## src/rtl/quad_pkg.sv

```systemverilog
// quad_pkg: shared types and constants for the x4 quadrature decoder.
//   trans_e     - classification of one filtered AB sample against the previous one
//   state_e     - decoder FSM encoding (INIT while the input pipeline settles, TRACK after)
//   AB_*        - Gray code positions of the forward sequence 10 -> 11 -> 01 -> 00 -> 10
//   TRANS_TBL   - 4x4 transition table indexed [prev_ab][cur_ab]
//   decode_step - table lookup helper
package quad_pkg;

  typedef enum logic [1:0] {
    TR_NONE = 2'd0,
    TR_INC  = 2'd1,
    TR_DEC  = 2'd2,
    TR_ILL  = 2'd3
  } trans_e;

  typedef enum logic {
    ST_INIT  = 1'b0,
    ST_TRACK = 1'b1
  } state_e;

  localparam logic [1:0] AB_S0 = 2'b10;
  localparam logic [1:0] AB_S1 = 2'b11;
  localparam logic [1:0] AB_S2 = 2'b01;
  localparam logic [1:0] AB_S3 = 2'b00;

  // Rows are the previous AB value (0..3), columns the current AB value (0..3).
  // Forward neighbours (A leads B) increment, reverse neighbours decrement,
  // and the diagonal-opposite code (both bits changed) is illegal.
  localparam trans_e TRANS_TBL [4][4] = '{
    '{TR_NONE, TR_DEC,  TR_INC,  TR_ILL },  // prev 00
    '{TR_INC,  TR_NONE, TR_ILL,  TR_DEC },  // prev 01
    '{TR_DEC,  TR_ILL,  TR_NONE, TR_INC },  // prev 10
    '{TR_ILL,  TR_INC,  TR_DEC,  TR_NONE}   // prev 11
  };

  function automatic trans_e decode_step(input logic [1:0] prev_ab, input logic [1:0] cur_ab);
    return TRANS_TBL[prev_ab][cur_ab];
  endfunction

endpackage

```

## src/rtl/quad_decoder_if.sv

```systemverilog
// quad_decoder_if: bundles the encoder phases, controls and decoder results.
//   quad_a, quad_b    - asynchronous encoder phases
//   en, clr, err_clr  - count enable, synchronous count clear, synchronous err clear
//   count, dir, step, err - signed position, last direction, step strobe, sticky error
// master drives phases/controls; slave (the decoder) drives the results.
interface quad_decoder_if #(
  parameter int CNT_W = 16
);
  logic             quad_a;
  logic             quad_b;
  logic             en;
  logic             clr;
  logic             err_clr;
  logic [CNT_W-1:0] count;
  logic             dir;
  logic             step;
  logic             err;

  modport master (
    output quad_a, quad_b, en, clr, err_clr,
    input  count, dir, step, err
  );

  modport slave (
    input  quad_a, quad_b, en, clr, err_clr,
    output count, dir, step, err
  );
endinterface

```

## src/rtl/quad_input_filter.sv

```systemverilog
// quad_input_filter: synchroniser plus glitch filter for one quadrature phase.
//   clk, reset - clock and asynchronous active-high reset
//   raw_i      - asynchronous phase input
//   filt_o     - synchronised level, changed only after FILT_LEN consecutive
//                synced samples differing from the current filtered level
module quad_input_filter #(
  parameter int SYNC_STAGES = 2,
  parameter int FILT_LEN    = 2
) (
  input  logic clk,
  input  logic reset,
  input  logic raw_i,
  output logic filt_o
);

  localparam int CW = (FILT_LEN > 1) ? $clog2(FILT_LEN) : 1;

  logic [SYNC_STAGES-1:0] sync_q;
  logic                   synced;
  logic [CW-1:0]          cnt_q, cnt_d;
  logic                   filt_q, filt_d;

  assign synced = sync_q[SYNC_STAGES-1];
  assign filt_o = filt_q;

  // Synchroniser shift chain; the oldest bit is the metastability-safe sample.
  always_ff @(posedge clk or posedge reset) begin
    if (reset) begin
      sync_q <= '0;
    end else begin
      sync_q <= {sync_q[SYNC_STAGES-2:0], raw_i};
    end
  end

  // Filter next state: count differing samples, flip the level on the FILT_LEN-th.
  always_comb begin
    cnt_d  = '0;
    filt_d = filt_q;
    if (synced != filt_q) begin
      if (cnt_q == CW'(FILT_LEN - 1)) begin
        filt_d = synced;
        cnt_d  = '0;
      end else begin
        cnt_d  = cnt_q + CW'(1);
      end
    end else begin
      cnt_d = '0;
    end
  end

  // Filter state register.
  always_ff @(posedge clk or posedge reset) begin
    if (reset) begin
      cnt_q  <= '0;
      filt_q <= 1'b0;
    end else begin
      cnt_q  <= cnt_d;
      filt_q <= filt_d;
    end
  end

endmodule

```

## src/rtl/quad_decoder.sv

```systemverilog
// quad_decoder: x4 quadrature decoder with filtered inputs.
//   clk, reset - clock and asynchronous active-high reset
//   bus        - slave side of quad_decoder_if (phases/controls in, results out)
// A clean input edge reaches count/step after SYNC_STAGES+FILT_LEN+1 clock edges.
module quad_decoder
  import quad_pkg::*;
#(
  parameter int CNT_W       = 16,
  parameter int SYNC_STAGES = 2,
  parameter int FILT_LEN    = 2
) (
  input  logic           clk,
  input  logic           reset,
  quad_decoder_if.slave  bus
);

  // The filters come out of reset at 0, so the filtered AB only reflects the
  // real input level SETTLE cycles after release. INIT keeps re-loading
  // prev_ab until then, so the level present at release is never decoded as
  // a step or an illegal jump.
  localparam int SETTLE = SYNC_STAGES + FILT_LEN;
  localparam int SW     = $clog2(SETTLE + 1);

  logic             filt_a, filt_b;
  logic [1:0]       filt_ab;
  trans_e           trans_s;
  state_e           state_q, state_d;
  logic [SW-1:0]    init_cnt_q, init_cnt_d;
  logic [1:0]       prev_q, prev_d;
  logic [CNT_W-1:0] count_q, count_d, count_step;
  logic             dir_q, dir_d;
  logic             step_q, step_d;
  logic             err_q, err_d;
  logic             ill_s;

  quad_input_filter #(.SYNC_STAGES(SYNC_STAGES), .FILT_LEN(FILT_LEN)) u_filt_a (
    .clk(clk), .reset(reset), .raw_i(bus.quad_a), .filt_o(filt_a)
  );

  quad_input_filter #(.SYNC_STAGES(SYNC_STAGES), .FILT_LEN(FILT_LEN)) u_filt_b (
    .clk(clk), .reset(reset), .raw_i(bus.quad_b), .filt_o(filt_b)
  );

  assign filt_ab = {filt_a, filt_b};
  assign trans_s = decode_step(prev_q, filt_ab);

  // FSM next state, transition decode and counter update.
  always_comb begin
    state_d    = state_q;
    init_cnt_d = init_cnt_q;
    prev_d     = filt_ab;
    count_step = count_q;
    dir_d      = dir_q;
    step_d     = 1'b0;
    ill_s      = 1'b0;
    case (state_q)
      ST_INIT: begin
        if (init_cnt_q == SW'(SETTLE)) begin
          state_d = ST_TRACK;
        end else begin
          init_cnt_d = init_cnt_q + SW'(1);
        end
      end
      ST_TRACK: begin
        case (trans_s)
          TR_INC: begin
            if (bus.en) begin
              count_step = count_q + CNT_W'(1);
              dir_d      = 1'b1;
              step_d     = 1'b1;
            end else begin
              count_step = count_q;
            end
          end
          TR_DEC: begin
            if (bus.en) begin
              count_step = count_q - CNT_W'(1);
              dir_d      = 1'b0;
              step_d     = 1'b1;
            end else begin
              count_step = count_q;
            end
          end
          TR_ILL:  ill_s = 1'b1;
          default: ill_s = 1'b0;
        endcase
      end
      default: state_d = ST_INIT;
    endcase
    // clr wins over a same-cycle step on the count only; step/dir still report it.
    count_d = bus.clr ? '0 : count_step;
    // A new illegal jump wins over a same-cycle err_clr.
    err_d   = (err_q & ~bus.err_clr) | ill_s;
  end

  // State and output registers.
  always_ff @(posedge clk or posedge reset) begin
    if (reset) begin
      state_q    <= ST_INIT;
      init_cnt_q <= '0;
      prev_q     <= 2'b00;
      count_q    <= '0;
      dir_q      <= 1'b0;
      step_q     <= 1'b0;
      err_q      <= 1'b0;
    end else begin
      state_q    <= state_d;
      init_cnt_q <= init_cnt_d;
      prev_q     <= prev_d;
      count_q    <= count_d;
      dir_q      <= dir_d;
      step_q     <= step_d;
      err_q      <= err_d;
    end
  end

  assign bus.count = count_q;
  assign bus.dir   = dir_q;
  assign bus.step  = step_q;
  assign bus.err   = err_q;

endmodule
```

## src/flat_wrapper.sv

```systemverilog
// flat-port wrapper written by rule: the top's interface ports become plain ports
module quad_decoder_flat import quad_pkg::*;
#(
  parameter int CNT_W       = 16,
  parameter int SYNC_STAGES = 2,
  parameter int FILT_LEN    = 2
)
  (clk, reset, bus_quad_a, bus_quad_b, bus_en, bus_clr, bus_err_clr, bus_count, bus_dir, bus_step, bus_err);
  quad_decoder_if #(.CNT_W(CNT_W)) bus_i ();
  input  logic clk;
  input  logic reset;
  input wire logic [$bits(bus_i.quad_a)-1:0] bus_quad_a;
  input wire logic [$bits(bus_i.quad_b)-1:0] bus_quad_b;
  input wire logic [$bits(bus_i.en)-1:0] bus_en;
  input wire logic [$bits(bus_i.clr)-1:0] bus_clr;
  input wire logic [$bits(bus_i.err_clr)-1:0] bus_err_clr;
  output wire logic [$bits(bus_i.count)-1:0] bus_count;
  output wire logic [$bits(bus_i.dir)-1:0] bus_dir;
  output wire logic [$bits(bus_i.step)-1:0] bus_step;
  output wire logic [$bits(bus_i.err)-1:0] bus_err;
  assign bus_i.quad_a = bus_quad_a;
  assign bus_i.quad_b = bus_quad_b;
  assign bus_i.en = bus_en;
  assign bus_i.clr = bus_clr;
  assign bus_i.err_clr = bus_err_clr;
  assign bus_count = bus_i.count;
  assign bus_dir = bus_i.dir;
  assign bus_step = bus_i.step;
  assign bus_err = bus_i.err;
  quad_decoder #(.CNT_W(CNT_W), .SYNC_STAGES(SYNC_STAGES), .FILT_LEN(FILT_LEN)) u_core (.clk(clk), .reset(reset), .bus(bus_i));
endmodule
```

## config.mk

```make
export PLATFORM = sky130hd
export DESIGN_NAME = quad_decoder_flat
export DESIGN_NICKNAME = d
export VERILOG_FILES = /design/src/rtl/quad_pkg.sv /design/src/rtl/quad_decoder_if.sv /design/src/rtl/quad_input_filter.sv /design/src/rtl/quad_decoder.sv /design/src/flat_wrapper.sv
export SDC_FILE = /design/constraint.sdc
export NUM_CORES = 1
export LEC_CHECK = 0
export ABC_AREA = 1
export CORE_MARGIN = 5
export CORE_UTILIZATION = 30
export CTS_BUF_LIST = sky130_fd_sc_hd__clkbuf_8 sky130_fd_sc_hd__clkbuf_16
export CTS_CLUSTER_SIZE = 14
export DETAILED_ROUTE_END_ITERATION = 16
export PLACE_DENSITY_LB_ADDON = 0.25
export SKIP_CTS_REPAIR_TIMING = 1
export SYNTH_ARGS = -nofsm -noshare
export SYNTH_HDL_FRONTEND = slang
export SYNTH_SLANG_ARGS = --single-unit
```

## constraint.sdc

```tcl
create_clock -name clk -period 3.2 [get_ports clk]
set_input_delay 0.64 -clock clk [delete_from_list [all_inputs] [get_ports clk]]
set_output_delay 0.64 -clock clk [all_outputs]
set_load 0.02 [all_outputs]
```

### After elaboration in Yosys (flattened, before gate mapping)

Index checks and enable logic that the tools add are counted.

* add/subtract/negate cells: 5
* shift operators: 0
* div/mod/pow operators: 0
* multiplexer cells: 25
* reduce and logical (&&, ||, !) cells: 9
* equality and inequality tests: 10
* multiply operators: 0
* bitwise gates (word level): 7
* magnitude comparators: 2

Operators by type and width (count)
* two-way mux 16 bit: 4
* one-hot mux 16 bit (2 select lines): 1
* adder 16 x 1 -> 16 bit, second input constant: 1
* binary-select mux 8 bit (select 2 bit): 1
* two-way mux 8 bit: 2
* subtractor 16 x 1 -> 16 bit, second input constant: 1
* two-way mux 1 bit: 13
* AND reduction 4 bit: 2
* greater-or-equal comparator 3 bit, second input constant: 2
* inequality test 3 bit, second input constant: 2
* inverter 2 -> 3 bit: 2
* AND reduction 2 bit: 3
* binary-select mux 2 bit (select 2 bit): 1
* equality test 2 bit, second input constant: 2
* two-way mux 2 bit: 2
* inequality test 2 bit, second input constant: 2
* nonzero test 2 bit: 2
* adder 3 x 1 -> 3 bit, second input constant: 1
* equality test 3 bit, second input constant: 1
* inverter 1 bit: 3
* nonzero test 3 bit: 1
* adder 1 bit, second input constant: 2
* equality test 2 x 1 -> 1 bit, second input constant: 1
* inequality test 1 bit: 2
* 4 further kinds: 4

* RAM bits: 0
* logic and storage cells: 71
* output and inout bits: 19
* register bits: 33
* memories kept: 0
* bits in latches: 0
* bits in read-only memories: 0

### Longest topological paths before layout

Gate-level depths: netlist of run 1.

* depth after elaboration: 11
* mapped depth: 20

### Modules after synthesis

From an unflattened synthesis of run 1, not the netlist that was laid out.

* cells, all modules: 361
* area, all modules: 2359.8 µm²

Modules (own cells, without submodules)
* quad_decoder: instances 1, cells an instance 335, seq. area each 625.6 µm², area each 2087.0 µm²
* quad_input_filter: instances 2, cells an instance 13, seq. area each 100.1 µm², area each 136.4 µm²

### Least setup slack after synthesis of run 1

Ideal clock, no wire load.

* kind: reg2reg
* from: register u_core.u_filt_b.filt_q (netlist: u_core.u_filt_b.filt_o)
* to: register u_core.count_q[8] (netlist: u_core.bus.count[8])
* path slack: 0.613 ns
* setup time: 0.121 ns
* cell stages (with the launch flop): 20
* arrival time: 2.465 ns
* required time: 3.079 ns
* period minus slack after synthesis: 2.587 ns
* cell sequence: dfrtp_1 -> clkbuf_1 -> nor2_1 -> nor2_1 -> a32oi_1 -> inv_1 -> ha_1 -> buf_6 -> buf_6 -> nor2_2 -> nor2_4 -> ha_1 -> a21oi_1 -> nor2_1 -> nand2_1 -> nand2_1 -> nand2_1 -> nand3_1 -> nor2_1 -> o21ai_1

* word-level cells in the longest chain between the ends: 8
* elaborated cells between the ends (all ways): 13
* classes of those cells: 4 x eq/ne; 6 x mux; 1 x bitwise; 2 x reduce/logical

RTL lines
* start: declaration: RTL line quad_input_filter.sv:21 `logic filt_q, filt_d;`
* start signal: assignment: RTL line quad_input_filter.sv:58 `filt_q <= filt_d;`
* inverter 2 -> 3 bit (not written as such) (*): RTL line quad_pkg.sv:37 `return TRANS_TBL[prev_ab][cur_ab];`
* binary-select mux 2 bit (select 2 bit) (*): RTL line quad_pkg.sv:37
* two-way mux 2 bit (not written as such) (*) (2 in series): RTL line quad_pkg.sv:37
* equality test 2 bit / equality test 2 x 1 -> 1 bit (equally long branches): RTL line quad_decoder.sv:65 `case (trans_s)`
* one-hot mux 16 bit (2 select lines): RTL line quad_decoder.sv:65
* two-way mux 16 bit: RTL line quad_decoder.sv:56 `case (state_q)`
* two-way mux 16 bit: RTL line quad_decoder.sv:91 `count_d = bus.clr ? '0 : count_step;`
* end signal: assignment: RTL line quad_decoder.sv:110 `count_q <= count_d;`
* end: declaration: RTL line quad_decoder.sv:30 `logic [CNT_W-1:0] count_q, count_d, count_step;`

Every way passes the cells marked *; elsewhere a longest branch is shown, timed or not. The select of a mux whose other input is x is not followed.
A chain may end at the register's enable or synchronous reset.

### Worst setup path after layout of run 1

* from: register u_core.u_filt_b.filt_q (netlist: u_core.u_filt_b.filt_o)
* to: register u_core.count_q[1] (netlist: u_core.bus.count[1])

The elaborated chain is that of the path after synthesis.

==> flow_metrics.tcl, run 1 <==
set metrics [dict create \
    finalSetupViolCount 0 \
    cpMostUsedCell "inv_1" \
    synth_cell_types 32 \
    path_cells "nor2_1 -> inv_1 -> a32oi_1 -> inv_1 -> ha_1 -> inv_1 -> a21oi_1 -> nor2_1 -> inv_1 -> o21ai_0" \
    powerDensity_mw_per_mm2 1153 \
    drt-wirelength-per-cell_um 11.81 \
    overflow 0 \
    slowest_stage "nor2_1" \
    hold_depth 0 \
    ys_warn_count 0 \
    grt_pass1_wl_um 10130 \
    syn_to_final_growth_pct 19.81 \
    finalNetCount 402 \
    critPathTopFamily "simple AND/OR/NAND/NOR gates" \
    place.port_buffers 25 \
    hold_path_class "register to register" \
    cp-end-kind "register" \
    r2r_end "u_core.bus.count[1]" \
    finClkSkew_ns 0.007376 \
    drc 0 \
    power.switching_mw 1.704 \
    cts.sinks 33 \
    place_hpwl_um 4328 \
    rsz0062_at_grt "false" \
    grt_usage_pct 12.65 \
    crit_fanout 13 \
    arrival_ns 2.98 \
    ys_seq_elements 33 \
    cp_num_buf_inv 4 \
    drive_gt1_share_pct 8.269 \
    syn_inst 357 \
    clockPowerShare_pct 12.3 \
    die_area_mm2 0.009819 \
    synth_top_family_by_area "simple AND/OR/NAND/NOR gates" \
    setup_tns_ns 0 \
    core_mm2 0.007727 \
    pwr-share-comb_pct 65.9 \
    fp.dieH_um 99.09 \
    power_switching_share_pct 51.78 \
    num_vias 2201 \
    wl_um 5777 \
    synth-compound-area-share_pct 8.933 \
    clock_path_buffers 2 \
    grt_max_degree 34 \
    synthMuxAreaShare_pct 0 \
    maxCapViolCount 0 \
    die_x_um 99.09 \
    tightest_slew_ns 1.086 \
    synth-simple-area-share_pct 38.36 \
    syn_area_mm2 0.002381 \
    drt-initial-drc-count 106 \
    maxSlewHeadroom_pct 27.34 \
    clk_latency_ns 0.29 \
    antenna_found_initial 0 \
    cp-start-kind "register" \
    irDropWorstVdd_uv 428.7 \
    place_inst 481 \
    vias_per_cell 4.501 \
    p_seq_share_pct 21.8 \
    crit_type "register to register" \
    cts_buffers 5 \
    cts_tree "yes" \
    rows 32 \
    leakagePower_nw 1.459 \
    ys_seq_area_share_pct 34.68 \
    grt_pass1_vias 2180 \
    io_pins 26 \
    fin_cells 489 \
    fillers 833 \
    synth_xor_area_share_pct 1.839 \
    min_period_ns 2.776 \
    clockRootBuffer "clkbuf_8" \
    fmax_mhz 360.3 \
    postRouteAntennaNets 0 \
    finalCoreUtilization_pct 36.92 \
    place.gp.congestion 0.8363 \
    crit_required_ns 3.40 \
    cts_max_level 2 \
    dr.pass1.iters 4 \
    initial_utilization_pct 30.81 \
    synth_area_per_cell_um2 6.670 \
    maxSlewViolCount 0 \
    diodes 0 \
    hold_end "u_core.u_filt_b.sync_q[1]" \
    r2r_setup_slack_ns 0.42 \
    r2r_cells 10 \
    min_from "u_core.u_filt_b.sync_q[0]" \
    max_stage_delay_ns 0.83 \
    path_clk_slew_ns 0.07 \
    p_int_mw 1.587 \
    hold_viol_final 0 \
    timing.final.crit_share_pct 86.74 \
    status "finished, final reports clean" \
    synthesis.nets 373 \
    timing.rr.start "u_core.u_filt_b.filt_o" \
    synth-adder-area-share_pct 4.729 \
]
metal layers:
layer / vias to the layer above / GRT usage, % / routed length (um)
met2: 33 / 20.92 / 2733
met1: 999 / 16.62 / 2711
met3: 6 / 2.945 / 257
met5: - / 0 / 0
li1: 1163 / - / -
met4: 0 / 3.361 / 75
worst max-delay path by stage:
stage	startpoint	endpoint	slack, ns	depth (start not counted)
4_1_cts	u_core.u_filt_b.filt_o	u_core.bus.count[7]	0.33	10
2_1_floorplan	u_core.u_filt_b.filt_o	u_core.bus.count[8]	0.61	19
6_report	u_core.u_filt_b.filt_o	u_core.bus.count[1]	0.42	10
3_3_place_gp	u_core.u_filt_b.filt_o	u_core.bus.count[7]	0.46	10
5_1_grt	u_core.u_filt_b.filt_o	u_core.bus.count[1]	0.11	10
3_5_place_dp	u_core.u_filt_b.filt_o	u_core.bus.count[7]	0.36	10
power groups by stage:
stage	Clock [mW]	Combinational, mW	Sequential (mW)
finish	0.404	2.17	0.718
detailed placement	0	2.18	0.725
floorplan	0	1.51	0.809
CTS	0.421	2.19	0.719
global route	0.444	2.45	0.749
global placement	0	2.17	0.725
layout make-up:
class,instances,area (um^2),area share (%)
clock buffers,5,68.82,2.412
clock inverters,3,46.29,1.623
inverters,57,214.0,7.500
multi-input cells,259,1282,44.96
flip-flops and latches,33,825.8,28.95
well taps,102,127.6,4.474
repair buffers,30,287.8,10.09
synthesized netlist by cell type (all sizes together):
library cell,count,area share (%)
dfrtp,33,35
o21a,1,0.32
nand2,128,20
a21o,1,0.32
clkbuf,2,0.32
nand4,1,0.26
inv,57,9.0
a32oi,2,0.74
and2,3,0.79
xnor2,2,0.74
ha,9,4.7
xor2,3,1.1
a21boi,1,0.32
a21oi,13,2.7
nand3,35,7.4
o32ai,1,0.37
o21ai,12,2.5
o21bai,3,1.1
or2,2,0.53
buf,6,2.2
a31oi,1,0.26
o22ai,1,0.26
nor2,40,8.9
flip-flops by register name (all words and copies together) (netlist names):
| register | count |
|---|---|
| u_core.bus.count | 16 |
| u_core.prev_q | 2 |
| u_core.bus.step | 1 |
| u_core.bus.err | 1 |
| u_core.u_filt_b.sync_q | 2 |
| u_core.u_filt_a.sync_q | 2 |
| u_core.u_filt_b.filt_o | 1 |
| u_core.u_filt_b.cnt_q | 1 |
| u_core.init_cnt_q | 3 |
| u_core.u_filt_a.cnt_q | 1 |
| u_core.bus.dir | 1 |
| u_core.state_q | 1 |
| u_core.u_filt_a.filt_o | 1 |
metrics by stage:
stage | setup slack (ns) | power [mW] | hold slack (ns) | area, um^2
after global placement | 0.4612 | 2.899 | 0.3320 | 2738
after detailed placement | 0.3565 | 2.901 | 0.3358 | 2738
after CTS | 0.3331 | 3.333 | 0.3548 | 2853
after global routing | 0.1111 | 3.640 | 0.3739 | 2853
final | 0.4243 | 3.291 | 0.3497 | 2853
after floorplan | 0.6132 | 2.318 | 0.3312 | 2381
cell usage in the layout, fill, tap and decap left out, types with 2 or more instances in the layout:
cell type,n
buf_4,5
a32oi_1,2
xnor2_1,2
nand2_2,3
o21bai_1,2
clkdlybuf4s50_1,25
nor2_2,4
inv_2,3
o21ai_0,11
nand3_1,35
inv_1,54
and2_1,3
xor2_1,3
nor2_4,7
clkbuf_8,5
nand2_1,125
a21oi_1,13
ha_1,9
nor2_1,29
dfrtp_1,33
logic make-up after synthesis:
logic type	Yosys count
xor gates and xnor gates	5
buffers and inverters	65
and+or+nand+nor	209
DFF	33
AOI/OAI and AO/OA	36
adders and majority gates	9
Power figures use the tool's default switching activity.
==> run 2: changes to the inputs <==
--- a/config.mk
+++ b/config.mk
@@ -6,6 +6,8 @@
 export NUM_CORES = 1
 export LEC_CHECK = 0
 export ABC_AREA = 1
+export CELL_PAD_IN_SITES_DETAIL_PLACEMENT = 1
+export CELL_PAD_IN_SITES_GLOBAL_PLACEMENT = 1
 export CORE_MARGIN = 5
 export CORE_UTILIZATION = 30
 export CTS_BUF_LIST = sky130_fd_sc_hd__clkbuf_8 sky130_fd_sc_hd__clkbuf_16
==> run 2 against run 1 <==
Compared with the run above:
- critical path depth increased by 9
- largest power group unchanged
- clock-buffer cell count unchanged
- highest routed layer unchanged
- register-to-register slack got worse by 0.04 ns
- sequential share of layout area decreased by 0.076 points
- total power increased by 2.2%
- first-iteration DRC count decreased by 51%
- clock skew decreased by 0.0014 ns
- setup slack got worse by 0.045 ns
- core utilization increased by 0.097 points
- critical endpoint is now u_core.bus.count[12]
- global-route usage increased by 1.9 points
==> flow_metrics.tcl, run 2 (synthesis results as in run 1) <==
set metrics [dict create \
    diodes 0 \
    wl_um 6701 \
    postRouteAntennaNets 0 \
    finClkSkew_ns 0.006023 \
    largest_reg_flops 16 \
    place.gp.congestion 0.8333 \
    grt_usage_pct 14.52 \
    num_vias 2273 \
    mostFrequentLayoutCells "nand2_1 (125), inv_1 (54), nand3_1 (35)" \
    path_clk_slew_ns 0.08 \
    arrival_ns 3.01 \
    setup_ws_ns 0.3794 \
    cts_buffers 5 \
    placed_area_mm2 0.002738 \
    drt-initial-drc-count 52 \
    timing.final.crit_share_pct 88.14 \
    place.port_buffers 25 \
    drt-wirelength-per-cell_um 13.70 \
    die_area_mm2 0.009819 \
    fp.dieH_um 99.09 \
    overflow 0 \
    drive_gt1_share_pct 8.527 \
    antenna_found_initial 0 \
    clockRootBuffer "clkbuf_8" \
    core_mm2 0.007727 \
    setup_tns_ns 0 \
    place_hpwl_um 5085 \
    leakagePower_nw 1.461 \
    finalNetCount 402 \
    clock_path_buffers 2 \
    r2r_setup_slack_ns 0.38 \
    crit_type "register to register" \
    finalSetupViolCount 0 \
    maxCapViolCount 0 \
    hold_viol_final 0 \
    cts_tree "yes" \
    grt_pass1_vias 2396 \
    cp-start-kind "register" \
    dr.pass1.iters 4 \
    syn_to_final_growth_pct 20.13 \
    place_ws_ns 0.3586 \
    cts_max_level 2 \
    maxSlewHeadroom_pct 68.53 \
    cp-end-kind "register" \
    crit_fanout 21 \
    crit_required_ns 3.39 \
    powerDensity_mw_per_mm2 1176 \
    cts.sinks 33 \
    grt_max_degree 34 \
    hold_path_class "register to register" \
    fin_area_mm2 0.002860 \
    io_pins 26 \
    drc 0 \
    grt_pass1_wl_um 11470 \
    fmax_mhz 354.5 \
    initial_utilization_pct 30.81 \
    rows 32 \
    vias_per_cell 4.648 \
    place_inst 481 \
    irDropWorstVdd_uv 428.3 \
    die_x_um 99.09 \
    fin_cells 489 \
    rsz0062_at_grt "false" \
    final_common_cell "nand2_1" \
    min_period_ns 2.821 \
    status "finished, final reports clean" \
    tightest_slew_ns 0.4721 \
    clk_latency_ns 0.30 \
    maxSlewViolCount 0 \
]
## run 2: metal layers
metal / vias up / GRT usage, % / wire [um]
li1: 1161 / - / -
met1: 1074 / 19.48 / 3296
met2: 30 / 23.45 / 3084
met3: 8 / 2.875 / 195
met4: 0 / 4.727 / 125
met5: - / 0 / 0
## run 2: path summary, 6_finish.rpt
| kind | start | endpoint | depth (start not counted) |
|---|---|---|---|
| max in group asynchronous | reset | u_core.bus.err | 3 |
| hold / removal | u_core.u_filt_a.sync_q[0] | u_core.u_filt_a.sync_q[1] | 0 |
| setup reg to reg | u_core.u_filt_b.filt_o | u_core.bus.count[12] | 19 |
| hold reg to reg | u_core.u_filt_a.sync_q[0] | u_core.u_filt_a.sync_q[1] | 0 |
| min in group asynchronous | reset | u_core.bus.count[14] | 3 |
| setup / recovery | u_core.u_filt_b.filt_o | u_core.bus.count[12] | 19 |
## run 2: where the power goes
part           internal (mW)  switching [mW]  total (mW)
clock                  0.233           0.185       0.419
sequential             0.559           0.170       0.728
combinational          0.789            1.43        2.22
total                   1.58            1.78        3.36
## run 2: critical path: stages (launching register included)
cell,delay [ns]
dfrtp_1,0.48
nor2_1,0.22
nor2_1,0.06
a32oi_1,0.19
inv_1,0.12
ha_1,0.21
buf_4,0.22
nand2_1,0.11
inv_1,0.07
nor2_4,0.09
ha_1,0.15
a21oi_1,0.05
nor2_1,0.16
nand2_1,0.07
nand2_1,0.13
nand3_1,0.12
nand3_1,0.09
nand2_1,0.05
nand3_1,0.09
nand2_1,0.06
## run 2: layout make-up
class	instances	area (um^2)
clock inverter	3	46.29
tap	102	127.6
multi-input combinational	259	1290
sequential	33	825.8
timing repair buffer	30	287.8
clock buffer	5	68.82
fill	999	4867
inverter	57	214.0
## run 2: through the flow
| stage | hold slack (ns) | util (%) | power [mW] |
|---|---|---|---|
| detailed placement | 0.3358 | 35.43 | 2.959 |
| CTS | 0.3556 | 36.92 | 3.411 |
| global placement | 0.3325 | 35.43 | 2.931 |
| finish | 0.3497 | 37.01 | 3.362 |
| global route | 0.3570 | 37.01 | 3.688 |
| floorplan | 0.3312 | - | 2.318 |
==> run 3: changes to the inputs <==
--- a/config.mk
+++ b/config.mk
@@ -6,14 +6,16 @@
 export NUM_CORES = 1
 export LEC_CHECK = 0
 export ABC_AREA = 1
+export CAP_MARGIN = 20
 export CELL_PAD_IN_SITES_DETAIL_PLACEMENT = 1
 export CELL_PAD_IN_SITES_GLOBAL_PLACEMENT = 1
 export CORE_MARGIN = 5
 export CORE_UTILIZATION = 30
 export CTS_BUF_LIST = sky130_fd_sc_hd__clkbuf_8 sky130_fd_sc_hd__clkbuf_16
-export CTS_CLUSTER_SIZE = 14
+export CTS_CLUSTER_SIZE = 16
 export DETAILED_ROUTE_END_ITERATION = 16
 export PLACE_DENSITY_LB_ADDON = 0.25
+export SETUP_SLACK_MARGIN = 0.5
 export SKIP_CTS_REPAIR_TIMING = 1
 export SYNTH_ARGS = -nofsm -noshare
 export SYNTH_HDL_FRONTEND = slang
==> run 3 against run 2 <==
Compared with the run above:
- critical path type unchanged
- flip-flop and latch count is the same
- wire length grew 5.0%
- combinational power grew 12%
==> flow_metrics.tcl, run 3 (synthesis results as in run 1) <==
set metrics [dict create \
    irDropWorstVdd_uv 427.1 \
    critPathTopFamily "simple AND/OR/NAND/NOR gates" \
    status "finished, final reports clean" \
    rsz0062_at_grt "false" \
    hold_depth 0 \
    crit_type "register to register" \
    cts_tree "yes" \
    largest_reg_flops 16 \
    max_stage_delay_ns 0.49 \
    hold_path_class "register to register" \
    cts_max_level 2 \
    syn_to_final_growth_pct 25.80 \
    clk_latency_ns 0.30 \
    cts_buffers 5 \
    hold_viol_final 0 \
    dr.pass1.iters 4 \
    tightest_slew_ns 0.4733 \
    path_cells "nor2_4 -> nor2_1 -> a32oi_2 -> inv_2 -> ha_4 -> buf_12 -> inv_2 -> nand2_1 -> nand2_1 -> nand2_1 -> nor2_1 -> and2_1 -> nand2_1 -> nand2_1 -> nand2_1 -> nand3_1 -> nand2_1" \
    fmax_mhz 383.9 \
    finalCoreUtilization_pct 38.76 \
    path_clk_slew_ns 0.09 \
    fin_area_mm2 0.002995 \
    core_mm2 0.007727 \
    mostFrequentLayoutCells "nand2_1 (120), inv_1 (53), nand3_1 (35)" \
    cp-start-kind "register" \
    clock_path_buffers 2 \
    setup_tns_ns 0 \
    overflow 0 \
    slowest_stage "dfrtp_2" \
    final_common_cell "nand2_1" \
    wl_um 7039 \
    maxSlewHeadroom_pct 68.45 \
    r2r_cells 17 \
    num_vias 2305 \
    crit_fanout 11 \
    min_period_ns 2.605 \
    initial_utilization_pct 30.81 \
    antenna_found_initial 0 \
    drc 0 \
    drt-wirelength-per-cell_um 14.31 \
    r2r_setup_slack_ns 0.60 \
    cts.sinks 33 \
    postRouteAntennaNets 0 \
    arrival_ns 2.80 \
    clockRootBuffer "clkbuf_8" \
    vias_per_cell 4.685 \
    fp.dieH_um 99.09 \
    crit_required_ns 3.40 \
    cp-end-kind "register" \
    min_from "u_core.u_filt_a.sync_q[0]" \
    placed_area_mm2 0.002738 \
    leakagePower_nw 1.486 \
    fillers 982 \
    maxCapViolCount 0 \
    die_x_um 99.09 \
    diodes 0 \
    maxSlewViolCount 0 \
    finalPower_mw 3.662 \
    timing.final.crit_share_pct 81.40 \
    place_hpwl_um 5085 \
    place.port_buffers 25 \
    grt_pass1_wl_um 11470 \
    cpMostUsedCell "nand2_1" \
    grt_max_degree 34 \
    finalSetupViolCount 0 \
    r2r_end "u_core.bus.count[15]" \
    hold_end "u_core.u_filt_a.sync_q[1]" \
    rows 32 \
    powerDensity_mw_per_mm2 1223 \
    drive_gt1_share_pct 13.59 \
    grt_pass1_vias 2396 \
    finClkSkew_ns 0.01224 \
    timing.rr.start "u_core.u_filt_b.filt_o" \
    grt_usage_pct 14.52 \
    io_pins 26 \
    die_area_mm2 0.009819 \
    drt-initial-drc-count 65 \
    finalNetCount 405 \
    place.gp.congestion 0.8333 \
    cp_num_buf_inv 3 \
]
run 3: worst register-to-register path: stages, from the launching register on:
cell and delay (ns):
dfrtp_2 0.49, nor2_4 0.15, nor2_1 0.07, a32oi_2 0.23, inv_2 0.10, ha_4 0.20
buf_12 0.15, inv_2 0.14, nand2_1 0.07, nand2_1 0.17, nand2_1 0.11, nor2_1 0.19
and2_1 0.15, nand2_1 0.06, nand2_1 0.06, nand2_1 0.05, nand3_1 0.07, nand2_1 0.05
run 3: metrics by stage:
step                      setup slack, ns  cells  hold WS [ns]
after floorplan                    0.6132    357        0.3312
after global placement             0.5076    481        0.3325
after detailed placement           0.3586    481        0.3358
after CTS                          0.3272    489        0.3556
after global routing               0.4168    492        0.3570
final                              0.5952    492        0.3496
run 3: power breakdown:
part	total (mW)	leakage, nW	switching, mW	internal, mW
combinational	2.49	1.01	1.53	0.954
sequential	0.749	0.420	0.188	0.561
clock	0.427	0.0543	0.193	0.233
total	3.66	1.49	1.91	1.75
run 3: layout make-up:
class / instances / area (um^2) / share of cell area, %
Timing Repair Buffer: 33 / 340.3 / 11.36
Tap cell: 102 / 127.6 / 4.261
Sequential cell: 33 / 828.3 / 27.65
Clock inverter: 3 / 46.29 / 1.546
Inverter: 57 / 216.5 / 7.226
Multi-Input combinational cell: 259 / 1368 / 45.66
Clock buffer: 5 / 68.82 / 2.297
run 3: worst max path at each step:
stage | depth (start not counted) | end | startpoint
after floorplan | 19 | u_core.bus.count[8] | u_core.u_filt_b.filt_o
after global placement | 17 | u_core.bus.count[12] | u_core.u_filt_b.filt_o
after detailed placement | 17 | u_core.bus.count[14] | u_core.u_filt_b.filt_o
after CTS | 17 | u_core.bus.count[12] | u_core.u_filt_b.filt_o
after global routing | 18 | u_core.bus.count[14] | u_core.u_filt_a.filt_o
final | 17 | u_core.bus.count[15] | u_core.u_filt_b.filt_o
run 3: layer usage:
layer	share of wire (%)	GRT usage, %	up-vias
li1	-	-	1165
met2	47	23.45	30
met1	49	19.48	1102
met5	0	0	-
met3	2.7	2.875	8
met4	1.8	4.727	0
